**src/rtl/filter_3x3_stream.sv**
```systemverilog
// 3x3 neighbourhood filter (box, Gaussian, centre, max) over a column stream, with a credit-protected FWFT output FIFO.
// Define BOX_ROUND_EN for round-to-nearest box and Gaussian results; truncating otherwise.
module filter_3x3_stream #(
    parameter int DATA_W     = 8,
    parameter int FIFO_DEPTH = 8,
    parameter int LVL_W      = 4
) (
    input  logic              i_clk,
    input  logic              i_rst_n,
    input  logic [1:0]        i_mode,
    input  logic              i_sol,
    input  logic [DATA_W-1:0] i_pixel_1,
    input  logic [DATA_W-1:0] i_pixel_2,
    input  logic [DATA_W-1:0] i_pixel_3,
    input  logic              i_pixel_valid,
    output logic              o_pixel_ack,
    output logic              o_pixel_valid,
    input  logic              i_pixel_ack,
    output logic [DATA_W-1:0] o_pixel,
    output logic [LVL_W-1:0]  o_fifo_level
);

    localparam int IW = DATA_W + 4;
    localparam int AW = $clog2(FIFO_DEPTH);
    localparam int CW = LVL_W + 2;
    localparam logic [CW-1:0] DEPTH_C = CW'(FIFO_DEPTH);

`ifdef BOX_ROUND_EN
    localparam logic [IW-1:0] BOX_BIAS   = IW'(4);
    localparam logic [IW-1:0] GAUSS_BIAS = IW'(8);
`else
    localparam logic [IW-1:0] BOX_BIAS   = '0;
    localparam logic [IW-1:0] GAUSS_BIAS = '0;
`endif

    typedef enum logic [1:0] {
        MODE_BOX    = 2'b00,
        MODE_GAUSS  = 2'b01,
        MODE_CENTRE = 2'b10,
        MODE_MAX    = 2'b11
    } mode_e;

    // Separable reduction: the same combine rule is used over rows, then over columns.
    function automatic logic [IW-1:0] reduce3(input mode_e m, input logic [IW-1:0] a,
                                              input logic [IW-1:0] b, input logic [IW-1:0] c);
        logic [IW-1:0] r;
        case (m)
            MODE_BOX:    r = a + b + c;
            MODE_GAUSS:  r = a + (b << 1) + c;
            MODE_CENTRE: r = b;
            default: begin
                r = (a > b) ? a : b;
                r = (r > c) ? r : c;
            end
        endcase
        return r;
    endfunction

    // Window: index 0 = c0 (newest), 2 = c2 (oldest); row index 0..2 = top..bottom.
    logic [DATA_W-1:0] win_q [3][3];
    logic [DATA_W-1:0] win_d [3][3];
    logic [1:0]        fill_q, fill_d;
    mode_e             mode_q, mode_d;
    logic              v1_q, v1_d;
    logic              ack_en_q, ack_en_d;

    logic [IW-1:0]     col_q [3];
    logic [IW-1:0]     col_d [3];
    mode_e             m2_q, m2_d;
    logic              v2_q, v2_d;

    logic [IW-1:0]     tot_q, tot_d;
    mode_e             m3_q, m3_d;
    logic              v3_q, v3_d;

    logic [IW-1:0]     quot;
    logic [DATA_W-1:0] res_q, res_d;
    logic              v4_q, v4_d;

    logic [DATA_W-1:0] mem_q [FIFO_DEPTH];
    logic [DATA_W-1:0] mem_d [FIFO_DEPTH];
    logic [AW-1:0]     wp_q, wp_d, rp_q, rp_d;
    logic [LVL_W-1:0]  level_q, level_d;

    logic              xfer, fifo_wr, fifo_rd, fifo_empty;
    logic [CW-1:0]     credit_sum;

    // Every token still in the pipeline holds a reserved FIFO slot, so writes never need backpressure.
    assign credit_sum  = CW'(level_q) + CW'(v1_q) + CW'(v2_q) + CW'(v3_q) + CW'(v4_q);
    assign o_pixel_ack = ack_en_q & (credit_sum < DEPTH_C);
    assign xfer        = i_pixel_valid & o_pixel_ack;

    always_comb begin
        win_d    = win_q;
        fill_d   = fill_q;
        mode_d   = mode_q;
        v1_d     = 1'b0;
        ack_en_d = 1'b1;
        if (xfer) begin
            win_d[2]    = win_q[1];
            win_d[1]    = win_q[0];
            win_d[0][0] = i_pixel_1;
            win_d[0][1] = i_pixel_2;
            win_d[0][2] = i_pixel_3;
            if (i_sol) begin
                fill_d = 2'd1;
                mode_d = mode_e'(i_mode);
            end else if (fill_q != 2'd3) begin
                fill_d = fill_q + 2'd1;
            end
            v1_d = (fill_d == 2'd3);
        end
    end

    always_comb begin
        for (int unsigned c = 0; c < 3; c++) begin
            col_d[c] = reduce3(mode_q, IW'(win_q[c][0]), IW'(win_q[c][1]), IW'(win_q[c][2]));
        end
        m2_d = mode_q;
        v2_d = v1_q;
        tot_d = reduce3(m2_q, col_q[2], col_q[1], col_q[0]);
        m3_d  = m2_q;
        v3_d  = v2_q;
    end

    always_comb begin
        case (m3_q)
            MODE_BOX:   quot = (tot_q + BOX_BIAS) / IW'(9);
            MODE_GAUSS: quot = (tot_q + GAUSS_BIAS) >> 4;
            default:    quot = tot_q;
        endcase
        res_d = DATA_W'(quot);
        v4_d  = v3_q;
    end

    assign fifo_empty    = (level_q == '0);
    assign o_pixel_valid = ~fifo_empty;
    assign o_pixel       = fifo_empty ? '0 : mem_q[rp_q];
    assign o_fifo_level  = level_q;
    assign fifo_wr       = v4_q;
    assign fifo_rd       = o_pixel_valid & i_pixel_ack;

    always_comb begin
        mem_d   = mem_q;
        wp_d    = wp_q;
        rp_d    = rp_q;
        level_d = level_q;
        if (fifo_wr) begin
            mem_d[wp_q] = res_q;
            wp_d        = wp_q + AW'(1);
        end
        if (fifo_rd) begin
            rp_d = rp_q + AW'(1);
        end
        case ({fifo_wr, fifo_rd})
            2'b10:   level_d = level_q + LVL_W'(1);
            2'b01:   level_d = level_q - LVL_W'(1);
            default: level_d = level_q;
        endcase
    end

    always_ff @(posedge i_clk or negedge i_rst_n) begin
        if (!i_rst_n) begin
            for (int unsigned c = 0; c < 3; c++) begin
                for (int unsigned r = 0; r < 3; r++) begin
                    win_q[c][r] <= '0;
                end
                col_q[c] <= '0;
            end
            for (int unsigned i = 0; i < FIFO_DEPTH; i++) begin
                mem_q[i] <= '0;
            end
            fill_q   <= '0;
            mode_q   <= MODE_BOX;
            v1_q     <= 1'b0;
            ack_en_q <= 1'b0;
            m2_q     <= MODE_BOX;
            v2_q     <= 1'b0;
            tot_q    <= '0;
            m3_q     <= MODE_BOX;
            v3_q     <= 1'b0;
            res_q    <= '0;
            v4_q     <= 1'b0;
            wp_q     <= '0;
            rp_q     <= '0;
            level_q  <= '0;
        end else begin
            win_q    <= win_d;
            col_q    <= col_d;
            mem_q    <= mem_d;
            fill_q   <= fill_d;
            mode_q   <= mode_d;
            v1_q     <= v1_d;
            ack_en_q <= ack_en_d;
            m2_q     <= m2_d;
            v2_q     <= v2_d;
            tot_q    <= tot_d;
            m3_q     <= m3_d;
            v3_q     <= v3_d;
            res_q    <= res_d;
            v4_q     <= v4_d;
            wp_q     <= wp_d;
            rp_q     <= rp_d;
            level_q  <= level_d;
        end
    end

endmodule
```
**config.mk**
```make
export PLATFORM = sky130hd
export DESIGN_NAME = filter_3x3_stream
export DESIGN_NICKNAME = d
export VERILOG_FILES = /design/src/rtl/filter_3x3_stream.sv
export SDC_FILE = /design/constraint.sdc
export NUM_CORES = 1
export LEC_CHECK = 0
export BUFFER_PORTS_ARGS = -buffer_cell sky130_fd_sc_hd__clkbuf_2
export CELL_PAD_IN_SITES_DETAIL_PLACEMENT = 1
export CELL_PAD_IN_SITES_GLOBAL_PLACEMENT = 1
export CORE_UTILIZATION = 55
export CTS_CLUSTER_DIAMETER = 60
export DETAILED_ROUTE_END_ITERATION = 16
export PLACE_DENSITY = 0.89
export SLEW_MARGIN = 20
export SYNTH_ARGS = -nofsm -noshare
export SYNTH_HDL_FRONTEND = slang
export SYNTH_SLANG_ARGS = --single-unit
export TNS_END_PERCENT = 20
```
**constraint.sdc**
```tcl
create_clock -name i_clk -period 7.45 [get_ports i_clk]
set_input_delay 1.49 -clock i_clk [delete_from_list [all_inputs] [get_ports i_clk]]
set_output_delay 1.49 -clock i_clk [all_outputs]
set_load 0.05 [all_outputs]
```
**After elaboration in Yosys (flattened, before gate mapping)**

Cells that the tools add are included.

- Register bits after elaboration: 215
- Latch bits: 0
- RAM bits: 0
- Memory bits (read-only): 0
- Input port bits: 31
- Output and inout bits: 14
- Logic and storage cells: 119
- Memories: 0

- Add/subtract/negate cells: 25
- $mul: 0
- Divide/modulo/power cells: 1
- $lt $le $gt $ge: 12
- Eq/ne operators: 9
- Shifts and indexed selects: 0
- Multiplexer cells: 25
- Bitwise gates (word level): 6
- Reduce and logical (&&, ||, !) cells: 7

Operator list:

| cell | number |
|---|---|
| one-hot mux 11 bit (3 select lines) | 3 |
| two-way mux 8 bit | 10 |
| bitwise mux 64 bit | 1 |
| adder 12 bit | 4 |
| > comparator 8 bit | 6 |
| one-hot mux 12 bit (3 select lines) | 1 |
| adder 10 x 8 -> 11 bit | 3 |
| adder 8 x 9 -> 10 bit | 3 |
| adder 9 x 8 -> 10 bit | 3 |
| adder 8 x 8 -> 9 bit | 3 |
| binary-select mux 8 bit (select 3 bit) | 1 |
| demux 8 bit (select 3 bit) | 1 |
| > comparator 12 bit | 2 |
| two-way mux 12 bit | 2 |
| one-hot mux 8 bit (2 select lines) | 1 |
| adder 6 x 1 -> 6 bit | 2 |
| divider 12 x 4 -> 12 bit (second input constant) | 1 |
| == test 2 x 1 -> 1 bit (second input constant) | 4 |
| == test 2 bit (second input constant) | 4 |
| >= comparator 4 bit (second input constant) | 2 |
| inverter 3 -> 4 bit | 2 |
| one-hot mux 4 bit (2 select lines) | 1 |
| adder 3 x 1 -> 3 bit (second input constant) | 2 |
| adder 5 x 1 -> 6 bit | 1 |
| other kinds (16) | 22 |

**Depth between registers and ports, before layout**

- Depth after elaboration: 10
- Gate-level depth with buffers: 27
- Mapped depth without buffers: 26

**Worst setup path after synthesis**

OpenSTA, ideal clock, no wires.

- Path type: register -> register
- From: register col_q[13] in the netlist's numbering
- To: register tot_q[6]
- Library setup time: 0.123 ns
- Data arrival time: 4.765 ns
- Data required time: 7.327 ns
- Slack: 2.562 ns
- Stages on the path, launching flop included: 28
- Path buffers: 1
- Clock period less this slack: 4.888 ns
- Path through: dfrtp_1 > inv_1 > ha_1 > nor2b_1 > o21a_1 > o21a_1 > o21a_1 > o21a_1 > o21a_1 > o21a_1 > o21a_1 > o21a_1 > o32a_1 > clkbuf_1 > mux2_2 > ha_1 > nor2b_1 > o21a_1 > o21ai_0 > nand2b_1 > a21oi_1 > o21ai_0 > a21o_1 > a21oi_1 > a41oi_1 > nor2_1 > inv_1 > o221a_2

- Longest elaborated chain between the ends: 5
- Elaborated cells between the ends (all ways): 9
- Classes of those cells: add/sub: 4; order compare: 2; mux: 3

RTL lines:

| item | RTL line | text |
|---|---|---|
| start, declared | 67 | `logic [IW-1:0] col_q [3];` |
| start signal, assigned | 189 | `col_q <= col_d;` |
| > comparator 12 bit | 52 | `r = (a > b) ? a : b;` |
| two-way mux 12 bit | 52 |  |
| > comparator 12 bit | 53 | `r = (r > c) ? r : c;` |
| two-way mux 12 bit | 53 |  |
| one-hot mux 12 bit (3 select lines) * | 47 | `case (m)` |
| via tot_d[6] | 72 | `logic [IW-1:0] tot_q, tot_d;` |
| end signal, assigned | 197 | `tot_q <= tot_d;` |
| end, declared | 72 |  |

The timed path passes the listed nets; every way through them passes the cells marked *.
A chain may end at the register's enable or synchronous reset.

**Worst setup path after layout**

Same ends and word-level chain as after synthesis.

==> results by group <==
Critical path
  – Reg2Reg Setup Slack: 1.79 ns
  – Worst r2r path cells: 26
  – Crit Path Max Fanout: 10
  – CP startpoint kind: flop
  – Worst path arrival time: just over 6 ns
  – Req. time, crit path: 7.87 ns
  – Crit path launch: col_q[13]
  – Setup crit end: tot_q[6]
  – Reg-to-reg endpoint: tot_q[6]
  – Critical path class: flop to flop
  – Crit. End Element: flop
  – Worst R2R Start: col_q[13]

Routing
  – Violation count after the first detailed-route iteration: 913
  – Final WL: 51.19 mm
  – Drt drc: 0
  – Total iterations of the first detailed-routing run: 5
  – Vias: 12777
  – Vias/cell: ~6.5
  – Post-route ant nets: 0
  – Wirelength per Cell: approximately 26 um

Clock tree
  – CTS root buffer: clkbuf_16
  – Cells resized by post-CTS repair: 0
  – TritonCTS sink count: 209
  – Clk_lat worst skew: 0.55 ns
  – Max Buffers Root-to-Sink: 3
  – Clk pin slew, worst setup/hold paths: ~0.070 ns
  – CTS tree: yes
  – Post-CTS setup buffer count: 0
  – CTS Buf Count: 25
  – H-tree levels: 1
  – Hold_buf cts: 0

Floorplan
  – Num ports: 45
  – Core outline area: 28780 um2
  – DIE WIDTH: 173.1 um
  – Full die area: 29950 um2
  – Die H: 173.1 um
  – Cell row count: a little over 60
  – Initial Util: 0.5592

Timing
  – Hold slack: 0.4153 ns
  – Slew @ Worst Pin: between 1 and 1.5 ns
  – FMAX: 176.5 MHz
  – Relative slew slack: 0.3042
  – Setup TNS: 0 ns
  – Final Hold Fails: 0
  – Setup violations, final: 0
  – Final period util: 0.7603
  – Max Slew Vio Count: 0
  – Setup Skew: 0.03178 ns
  – Tmin final: 5.664 ns
  – RSZ-0062 raised after global routing: no

Logic synthesis
  – Syn_nets: 1810
  – Asr flop ratio synth: 1.000
  – Post-synth EDFFs: 0
  – Top FF cell, synth: dfrtp_1
  – Yosys Warn Count: 0
  – Sequential area share after synthesis: 0.3250
  – Cells after Synth: between 1500 and 2000
  – Avg Cell Area, Syn: around 10 um2
  – Cell area after synthesis: about 16000 um2
  – Unique masters post-synth: 82
  – Synth Register Bits: 209

Min path
  – Hold Crit Class: flop to flop
  – Hold wc startpoint: v2_q

Final layout
  – Final #Nets: 1827
  – Area delta synth->final: 8.778%
  – Final instance area: 17510 um2
  – Share of layout cells above drive strength 1: 0.1637
  – Fin util: 0.6083

GRT
  – Number of global-route vias before repair: 14546
  – Largest net degree at the start of global routing: 134
  – All-Layer GR Usage: 0.3397
  – Total gr overflow: 0
  – Initial antenna violation count: 2
  – First-pass GRT wire length: 80.20 mm

Place
  – DP Area: 16610 um2
  – PortBufs: between 40 and 50
  – HPWL after DPL: 33.93 mm
  – GP Congestion: 0.8719

Outcome
  – Outcome: finished clean

Run
  – Max cap viols: 0
-- critical path: stages, from the launching register on --
cell	delay, ns
dfrtp_1	0.46
inv_1	0.09
ha_1	0.30
nor2b_1	0.14
o21a_1	0.17
o21a_1	0.18
o21a_1	0.19
o21a_1	0.18
o21a_1	0.17
o21a_1	0.17
o21a_1	0.19
o21a_1	0.19
o32a_1	0.38
mux2_2	0.39
ha_1	0.31
nor2b_1	0.15
o21a_1	0.16
o21ai_0	0.14
nand2b_1	0.08
a21oi_1	0.14
o21ai_0	0.09
a21o_1	0.18
a21oi_1	0.15
a41oi_1	0.13
nor2_1	0.45
inv_1	0.12
o221a_2	0.26
-- state kept, by name (all words and copies together) (netlist names) --
signal,cells
col_q,30
o_fifo_level,4
rp_q,3
win_q,72
wp_q,3
v3_q,1
res_q,8
mem_q,64
fill_q,2
v2_q,1
m3_q,2
v1_q,1
tot_q,12
fifo_wr,1
m2_q,2
ack_en_q,1
m2_d,2
-- how the worst min path moves through the flow --
stage / endpoint / slack, ns / cells after the start
final: v3_q / 0.42 / 0
after global routing: v3_q / 0.42 / 0
after CTS: v3_q / 0.39 / 0
after detailed placement: v3_q / 0.37 / 0
after global placement: v3_q / 0.36 / 0
after floorplan: m2_q[0] / 0.35 / 0
-- through the flow --
| step | worst slack [ns] | std cells |
|---|---|---|
| after global routing | 1.464 | 1978 |
| after CTS | 1.834 | 1976 |
| after detailed placement | 2.019 | 1932 |
| final | 1.786 | 1979 |
| after global placement | 2.178 | 1932 |
| after floorplan | 2.562 | 1560 |
-- per-layer routing --
layer	wire [um]	track usage	vias up
li1	-	-	5564
met1	19580	0.3990	6531
met2	26760	0.6156	479
met3	2168	0.03518	201
met4	2669	0.1737	2
met5	13	0	-
-- cell usage in the layout (no fill, tap or decap), drive strengths merged, types with 22 or more instances in the layout --
| master | n |
|---|---|
| a21o | 23 |
| a21oi | 106 |
| clkbuf | 75 |
| dfrtp | 209 |
| fa | 74 |
| ha | 145 |
| inv | 110 |
| mux2 | 100 |
| mux4 | 40 |
| nand2 | 159 |
| nor2 | 78 |
| nor2b | 22 |
| o21a | 25 |
| o21ai | 114 |
| o21bai | 22 |
| xnor2 | 39 |
-- logic make-up after synthesis --
| group | share of synthesized area |
|---|---|
| simple gates | 0.1105 |
| compound gates | 0.1460 |
| fa+ha+maj | 0.2055 |
| flops | 0.3250 |
| buf+inv | 0.04206 |
| mux | 0.1378 |
| xor+xnor | 0.03297 |
| other cells | 0.0002330 |
-- area by class of cell --
class | instances | area (um2)
antenna | 1 | 2.502
clock buffer | 32 | 681.9
clock inverter | 12 | 141.4
fill | 3080 | 11270
inverter | 109 | 409.1
multi-input combinational | 1178 | 10210
sequential | 209 | 5233
tap | 384 | 480.5
timing repair buffer | 54 | 345.3
-- cells in the mapped netlist, drive strengths merged, types with 25 or more instances --
| master | n | area, um2 |
|---|---|---|
| a21oi | 106 | 549.3 |
| clkbuf | 46 | 172.7 |
| dfrtp | 209 | 5230 |
| fa | 74 | 1481 |
| ha | 145 | 1814 |
| inv | 109 | 409.1 |
| mux2 | 100 | 1126 |
| mux4 | 40 | 900.9 |
| nand2 | 159 | 596.8 |
| nor2 | 78 | 292.8 |
| o21a | 25 | 187.7 |
| o21ai | 114 | 574.3 |
| xnor2 | 39 | 341.6 |
Power is left out: the tool's default activity adds up to more than one toggle a clock period on the data nets, which glitch-free logic cannot reach.
